File: config.mk
export PLATFORM = sky130hd
export DESIGN_NAME = crp16_scoreboard_register_file_flat
export DESIGN_NICKNAME = d
export VERILOG_FILES = /design/src/rtl/crp16_scoreboard_register_file_if.sv /design/src/rtl/crp16_scoreboard_register_file.sv /design/src/flat_wrapper.sv
export SDC_FILE = /design/constraint.sdc
export NUM_CORES = 1
export LEC_CHECK = 0
export BUFFER_PORTS_ARGS = -buffer_cell sky130_fd_sc_hd__buf_2
export CELL_PAD_IN_SITES_DETAIL_PLACEMENT = 1
export CELL_PAD_IN_SITES_GLOBAL_PLACEMENT = 1
export CORE_MARGIN = 3
export CORE_UTILIZATION = 50
export CTS_BUF_LIST = sky130_fd_sc_hd__clkbuf_8
export DETAILED_ROUTE_END_ITERATION = 6
export GPL_TIMING_DRIVEN = 1
export PLACE_DENSITY = 0.83
export RECOVER_POWER = 50
export SKIP_CTS_REPAIR_TIMING = 1
export SYNTH_ARGS = -nofsm -noshare
export SYNTH_HDL_FRONTEND = slang
export SYNTH_SLANG_ARGS = --single-unit
export TNS_END_PERCENT = 5
File: constraint.sdc
create_clock -name clock -period 2.8 [get_ports clock]
set_input_delay 0.14 -clock clock [delete_from_list [all_inputs] [get_ports clock]]
set_output_delay 0.14 -clock clock [all_outputs]
set_load 0.005 [all_outputs]
File: src/rtl/crp16_scoreboard_register_file_if.sv
`default_nettype none
// ============================================================================
// Module      : crp16_scoreboard_register_file_if
// Description : Bundle of the CRP16 register-file read, write and scoreboard
//               signals. The decode/writeback side uses the master modport and
//               the register file uses the slave modport.
// Signals     : reg_a_select / reg_b_select  read addresses (master -> slave)
//               reg_a_val / reg_b_val        read data      (slave -> master)
//               reg_a_ready / reg_b_ready    operand valid  (slave -> master)
//               load_val / write_select / write   write port (master -> slave)
//               reserve / reserve_select     busy-mark port (master -> slave)
//               busy_vec                     busy bits      (slave -> master)
// Revision    : 1.0 - initial release
// ============================================================================
interface crp16_scoreboard_register_file_if #(
  parameter int DATA_WIDTH = 16,
  parameter int ADDR_WIDTH = 4
);
  localparam int NUM_REGS = 2 ** ADDR_WIDTH;

  logic [ADDR_WIDTH-1:0] reg_a_select;
  logic [ADDR_WIDTH-1:0] reg_b_select;
  logic [DATA_WIDTH-1:0] reg_a_val;
  logic [DATA_WIDTH-1:0] reg_b_val;
  logic                  reg_a_ready;
  logic                  reg_b_ready;
  logic [DATA_WIDTH-1:0] load_val;
  logic [ADDR_WIDTH-1:0] write_select;
  logic                  write;
  logic                  reserve;
  logic [ADDR_WIDTH-1:0] reserve_select;
  logic [NUM_REGS-1:0]   busy_vec;

  modport master (
    output reg_a_select, reg_b_select, load_val, write_select, write,
           reserve, reserve_select,
    input  reg_a_val, reg_b_val, reg_a_ready, reg_b_ready, busy_vec
  );

  modport slave (
    input  reg_a_select, reg_b_select, load_val, write_select, write,
           reserve, reserve_select,
    output reg_a_val, reg_b_val, reg_a_ready, reg_b_ready, busy_vec
  );
endinterface
`default_nettype wire

File: src/rtl/crp16_scoreboard_register_file.sv
`default_nettype none
// ============================================================================
// Module      : crp16_scoreboard_register_file
// Description : CRP16 general-purpose register file. Two combinational read
//               ports, one synchronous write port and a per-register busy
//               scoreboard. Decode reserves a destination at issue, writeback
//               writes it and releases the reservation. Optional write-to-read
//               bypass and optional hard-wired zero register.
// Ports       : clock   rising-edge clock
//               resetn  synchronous active-low reset
//               rf      register-file bundle (slave modport): read selects,
//                       read data/ready, write port, reserve port, busy_vec
// Parameters  : DATA_WIDTH register width, ADDR_WIDTH select width,
//               BYPASS 1 = forward same-cycle write data to reads,
//               ZERO_REG 1 = register 0 reads zero and ignores write/reserve
// Revision    : 1.0 - initial release
// ============================================================================
module crp16_scoreboard_register_file #(
  parameter int DATA_WIDTH = 16,
  parameter int ADDR_WIDTH = 4,
  parameter int BYPASS     = 1,
  parameter int ZERO_REG   = 1
) (
  input  wire logic                          clock,
  input  wire logic                          resetn,
  crp16_scoreboard_register_file_if.slave    rf
);

  localparam int NUM_REGS = 2 ** ADDR_WIDTH;
  localparam int NUM_PORTS = 2;

  // --------------------------------------------------------------------------
  // Storage and scoreboard
  // --------------------------------------------------------------------------
  logic [DATA_WIDTH-1:0] r_regs [NUM_REGS];
  logic [NUM_REGS-1:0]   r_busy;
  logic [NUM_REGS-1:0]   w_busy_next;

  // Register 0 is hard-wired only when ZERO_REG is set; the write and reserve
  // ports are gated here so the zero register's flops never change after reset.
  logic w_write_is_zero;
  logic w_reserve_is_zero;
  logic w_write_en;
  logic w_reserve_en;

  assign w_write_is_zero   = (ZERO_REG != 0) && (rf.write_select == '0);
  assign w_reserve_is_zero = (ZERO_REG != 0) && (rf.reserve_select == '0);
  assign w_write_en        = rf.write && !w_write_is_zero;
  assign w_reserve_en      = rf.reserve && !w_reserve_is_zero;

  // Release first, then mark: a retiring producer and a newly issued producer
  // on the same register leave it busy for the new producer.
  always_comb begin
    w_busy_next = r_busy;
    if (w_write_en) begin
      w_busy_next[rf.write_select] = 1'b0;
    end
    if (w_reserve_en) begin
      w_busy_next[rf.reserve_select] = 1'b1;
    end
  end

  always_ff @(posedge clock) begin
    if (!resetn) begin
      for (int i = 0; i < NUM_REGS; i++) begin
        r_regs[i] <= '0;
      end
      r_busy <= '0;
    end else begin
      if (w_write_en) begin
        r_regs[rf.write_select] <= rf.load_val;
      end
      r_busy <= w_busy_next;
    end
  end

  assign rf.busy_vec = r_busy;

  // --------------------------------------------------------------------------
  // Read ports (identical, independent, purely combinational)
  // --------------------------------------------------------------------------
  logic [ADDR_WIDTH-1:0] w_sel [NUM_PORTS];
  logic [DATA_WIDTH-1:0] w_val [NUM_PORTS];
  logic                  w_rdy [NUM_PORTS];

  assign w_sel[0] = rf.reg_a_select;
  assign w_sel[1] = rf.reg_b_select;

  for (genvar p = 0; p < NUM_PORTS; p++) begin : g_read_port
    logic w_is_zero;
    logic w_hit;

    assign w_is_zero = (ZERO_REG != 0) && (w_sel[p] == '0);
    // Forwarding makes the writeback result visible in its own cycle, so a
    // stalled consumer can issue alongside the retiring producer.
    assign w_hit     = (BYPASS != 0) && rf.write &&
                       (rf.write_select == w_sel[p]) && !w_is_zero;

    assign w_val[p] = w_is_zero ? '0          :
                      w_hit     ? rf.load_val :
                                  r_regs[w_sel[p]];
    assign w_rdy[p] = w_is_zero | w_hit | ~r_busy[w_sel[p]];
  end

  assign rf.reg_a_val   = w_val[0];
  assign rf.reg_a_ready = w_rdy[0];
  assign rf.reg_b_val   = w_val[1];
  assign rf.reg_b_ready = w_rdy[1];

endmodule
`default_nettype wire
File: src/flat_wrapper.sv
// flat-port wrapper written by rule: the top's interface ports become plain ports
module crp16_scoreboard_register_file_flat 
#(
  parameter int DATA_WIDTH = 16,
  parameter int ADDR_WIDTH = 4,
  parameter int BYPASS     = 1,
  parameter int ZERO_REG   = 1
)
  (clock, resetn, rf_reg_a_select, rf_reg_b_select, rf_load_val, rf_write_select, rf_write, rf_reserve, rf_reserve_select, rf_reg_a_val, rf_reg_b_val, rf_reg_a_ready, rf_reg_b_ready, rf_busy_vec);
  crp16_scoreboard_register_file_if #(.DATA_WIDTH(DATA_WIDTH), .ADDR_WIDTH(ADDR_WIDTH)) rf_i ();
  input  wire logic clock;
  input  wire logic resetn;
  input wire logic [$bits(rf_i.reg_a_select)-1:0] rf_reg_a_select;
  input wire logic [$bits(rf_i.reg_b_select)-1:0] rf_reg_b_select;
  input wire logic [$bits(rf_i.load_val)-1:0] rf_load_val;
  input wire logic [$bits(rf_i.write_select)-1:0] rf_write_select;
  input wire logic [$bits(rf_i.write)-1:0] rf_write;
  input wire logic [$bits(rf_i.reserve)-1:0] rf_reserve;
  input wire logic [$bits(rf_i.reserve_select)-1:0] rf_reserve_select;
  output wire logic [$bits(rf_i.reg_a_val)-1:0] rf_reg_a_val;
  output wire logic [$bits(rf_i.reg_b_val)-1:0] rf_reg_b_val;
  output wire logic [$bits(rf_i.reg_a_ready)-1:0] rf_reg_a_ready;
  output wire logic [$bits(rf_i.reg_b_ready)-1:0] rf_reg_b_ready;
  output wire logic [$bits(rf_i.busy_vec)-1:0] rf_busy_vec;
  assign rf_i.reg_a_select = rf_reg_a_select;
  assign rf_i.reg_b_select = rf_reg_b_select;
  assign rf_i.load_val = rf_load_val;
  assign rf_i.write_select = rf_write_select;
  assign rf_i.write = rf_write;
  assign rf_i.reserve = rf_reserve;
  assign rf_i.reserve_select = rf_reserve_select;
  assign rf_reg_a_val = rf_i.reg_a_val;
  assign rf_reg_b_val = rf_i.reg_b_val;
  assign rf_reg_a_ready = rf_i.reg_a_ready;
  assign rf_reg_b_ready = rf_i.reg_b_ready;
  assign rf_busy_vec = rf_i.busy_vec;
  crp16_scoreboard_register_file #(.DATA_WIDTH(DATA_WIDTH), .ADDR_WIDTH(ADDR_WIDTH), .BYPASS(BYPASS), .ZERO_REG(ZERO_REG)) u_core (.clock(clock), .resetn(resetn), .rf(rf_i));
endmodule
### Yosys cells after proc, flatten, opt, wreduce, memory -nomap -nowiden

Memory sizes are Yosys's and may differ from the RTL's.
Index checks and enable logic that the tools add are counted.

| storage, ports and cells | value |
|---|---|
| memories kept | 1 |
| bits in writable memories | 256 |
| logic and storage cells | 57 |
| input bits | 36 |
| output and inout port bits | 50 |
| register bits after elaboration | 16 |

Memories:

| memory | depth | bits a word | rd ports | clocked after Yosys merged registers in | wr ports | RTL line | RTL |
|---|---|---|---|---|---|---|---|
| u_core.r_regs | 16 | 16 | 2 | 0 | 16 | crp16_scoreboard_register_file.sv:35 | `logic [DATA_WIDTH-1:0] r_regs [NUM_REGS];` |

| cells by class | value |
|---|---|
| reductions and logical operators | 17 |
| magnitude comparators | 6 |
| mux-type cells | 21 |
| bitwise gates (word level) | 9 |
| equality and inequality tests | 2 |

Operators by type and width:

| operator | count |
|---|---|
| 16-bit 2-to-1 mux | 7 |
| 4-bit by 5-bit less-than comparator with 1-bit output (second input constant) | 4 |
| 16-bit AND | 1 |
| 4-bit logical NOT | 4 |
| 16-bit NOT | 1 |
| 16-bit bitwise OR | 1 |
| 16-bit OR reduction | 1 |
| 1-bit 2-to-1 mux | 9 |
| 1-bit binary-select mux with 4-bit select | 2 |
| 1-bit demux with 4-bit select | 2 |
| 4-bit == test | 2 |
| 4-bit by 1-bit >= comparator with 1-bit output (second input constant) | 2 |
| 1-bit logical AND | 8 |
| 1-bit logical NOT | 4 |
| 4-bit 2-to-1 mux | 1 |
| 1-bit bitwise OR | 4 |
| 1-bit NOT | 2 |

### Depth between registers and ports, before layout

| depth | value |
|---|---|
| word-level depth | 9 |
| gate-level depth with buffers | 8 |
| mapped depth without buffers | 4 |

### Worst setup path after synthesis

Ideal clock, no wire load.

| timing | value |
|---|---|
| kind | input-to-reg |
| start | input rf_write_select[1] |
| end | memory u_core.r_regs[6][0], enable pin |
| data required time | 2386 ps |
| stages on the path | 3 |
| arrival | 1880 ps |
| path buffers | 1 |
| setup slack | 506 ps |
| setup time | 414 ps |
| path through | buf_1 nand3_1 o21ai_0 |

RTL lines:

| element | RTL line | RTL |
|---|---|---|
| from (decl) | flat_wrapper.sv:16 | `input wire logic [$bits(rf_i.write_select)-1:0] rf_write_select;` |
| to (decl) | crp16_scoreboard_register_file.sv:35 |  |

==> impl_metrics.env <==
export IMPL_status="finished, violations left"
export IMPL_violations="capacitance limit, slew limit"
export IMPL_fin_nets=1190
export IMPL_synth_warnings=0
export IMPL_ir_worst_vdd_mv=0.3535
export IMPL_vias_per_cell=7.212
export IMPL_power_mw=10.03
export IMPL_cp_arrival_ps=2450
export IMPL_tightest_slew_ps=1509
export IMPL_place_congestion=0.8815
export IMPL_hold_class="primary input to flip-flop"
export IMPL_utilization_pct=58.13
export IMPL_period_needed_ps=2586
export IMPL_grt_max_degree=40
export IMPL_rsz0062_at_grt="false"
export IMPL_gr_usage_all_layers_pct=34.20
export IMPL_coreArea_mm2=0.02886
export IMPL_fp_dieH_um=177.7
export IMPL_wl_um=53340
export IMPL_fin_crit_sh_pct=92.35
export IMPL_synth_avg_cell_area_um2=14.17
export IMPL_die_width_um=177.7
export IMPL_wl_per_cell_um=33.82
export IMPL_fin_cells=1577
export IMPL_ys_flop_type="edfxtp_1"
export IMPL_grt_ovfl_total=0
export IMPL_crit_fanout=2
export IMPL_cts_num_sinks=272
export IMPL_area_delta_synth_final_pct=13.85
export IMPL_grt_pass1_wl_um=78700
export IMPL_worstHoldStart="rf_reserve"
export IMPL_dp_cells=1474
export IMPL_cap_violations=1
export IMPL_drive_above_1_share_pct=29.25
export IMPL_drt_pass1_iter_count=5
export IMPL_hold_viol_final=0
export IMPL_die_area_mm2=0.03157
export IMPL_num_rows=62
export IMPL_synth_cell_type_count=44
export IMPL_netlist_area_mm2=0.01474
export IMPL_grt_pass1_vias=11903
export IMPL_setup_viol_count_final=0
export IMPL_clock_latency_ps=570
export IMPL_ys_seq_elements=272
export IMPL_power_density_mw_per_mm2=597.8
export IMPL_crit_path_end_kind="primary output"
export IMPL_n_fill_cell=2841
export IMPL_path_clk_slew_ps=60
export IMPL_tritoncts="done"
export IMPL_final_common_cell="edfxtp_1"
export IMPL_synth_edf_count=256
export IMPL_critPathKind="flip-flop to primary output"
export IMPL_cp_start_kind="flip-flop"
export IMPL_clockRootBuffer="clkbuf_8"
export IMPL_synthCells=1040
export IMPL_dp_hpwl_um=35030
export IMPL_final_max_slew_viol_count=31
export IMPL_antenna_found_initial=0
export IMPL_vias=11373
export IMPL_finalSetupTns_ps=0
export IMPL_cts_buffers=47
export IMPL_antenna_left=0
export IMPL_finalClockSkew_ps=0
export IMPL_io_buffers=85
export IMPL_whs_ps=3.678
export IMPL_max_freq_mhz=386.7
export IMPL_relSlewSlack_pct=-0.6188
export IMPL_route_detailed_drc=0
export IMPL_drtIter0Drc=1794
export IMPL_cts_max_level=2
export IMPL_p_leak_nw=5.676
export IMPL_required_ps=2660
export IMPL_async_flop_share_pct=0
export IMPL_pin_count=86
export IMPL_ys_seq_area_share_pct=54.34
export IMPL_diodes=0
export IMPL_cp_startpoint="u_core.r_regs[7][5]"
export IMPL_initial_core_util_pct=51.06
export IMPL_final_cell_mix="256 x edfxtp_1, 194 x nor3_1, 136 x mux4_2"
export IMPL_rrSetupSlack_ps=2070
export IMPL_r2r_start="u_core.rf.busy_vec[11]"
export IMPL_cts_max_path_buffers=3
-- routing by layer --
layer  global-route usage [%]  vias up  part of all wire, %
met5                        0        -                    0
met1                    44.47     5840                   36
met4                    15.90        0                  5.3
met3                    7.809      217                   11
met2                    55.01      922                   48
li1                         -     4394                    -
-- cell usage after synthesis, drive strengths merged, types with 15 or more instances --
master,count,area share [%]
nor2b,18,0.76
mux4,136,21
a22o,32,1.9
edfxtp,256,52
inv,34,0.87
mux2i,18,1.2
nor3,195,6.7
and2,51,2.2
nand2,20,0.51
o32ai,16,0.95
clkbuf,75,1.9
nor2,17,0.43
a211o,16,0.95
a32o,16,1.1
dfxtp,16,2.2
o21ai,16,0.57
buf,52,2.1
o22ai,15,0.64
-- state kept, by name (all words and copies together), names as in the netlist --
| register | cells |
|---|---|
| u_core.rf.busy_vec | 16 |
| u_core.r_regs | 256 |
-- layout make-up --
| type | instances | area (um2) | area share [%] |
|---|---|---|---|
| clock inverters | 39 | 251.5 | 1.499 |
| multi-input cells | 622 | 6082 | 36.25 |
| clock buffers | 49 | 674.4 | 4.020 |
| flip-flops and latches | 272 | 8008 | 47.73 |
| well taps | 384 | 480.5 | 2.864 |
| inverters | 34 | 127.6 | 0.7607 |
| repair buffers | 177 | 1152 | 6.869 |
-- cells by family (layout without fill, tap and decap cells) --
family / count (synthesis) / count (layout) / share of synthesized area, %
xor gates and xnor gates: 7 / 7 / 0.4161
DFF: 272 / 272 / 54.34
buffers and inverters: 161 / 299 / 4.874
and+or+nand+nor: 328 / 328 / 11.85
other: 1 / 16 / 0.02545
AOI/OAI and AO/OA: 115 / 115 / 6.326
muxes: 156 / 156 / 22.16
-- stage by stage --
step	setup WS [ps]	cell area, um2
2_1_floorplan	506.2	14790
3_3_place_gp	444.4	15880
3_5_place_dp	343.3	15880
4_1_cts	229.2	16800
5_1_grt	155.9	16780
6_report	214.2	16780
-- path summary, 6_finish.rpt --
kind | end | cells after the start
setup / recovery | rf_reg_a_val[5] | 6
hold / removal | u_core.rf.busy_vec[7] | 3
setup reg to reg | u_core.rf.busy_vec[11] | 2
hold reg to reg | u_core.rf.busy_vec[3] | 2
-- power breakdown --
group	leakage, nW	switching [mW]	internal, mW
registers	2.58	0.161	4.70
logic	2.56	0.878	0.643
clock network	0.533	1.73	1.92
-- worst max-delay path: stages, from the launching register on --
cell and delay [ps]:
edfxtp_1 430, mux4_2 500, a22o_1 250, nor2_1 210, o32ai_1 140, buf_4 220
buf_2 120
No activity file was read; power rests on OpenSTA's default activity.
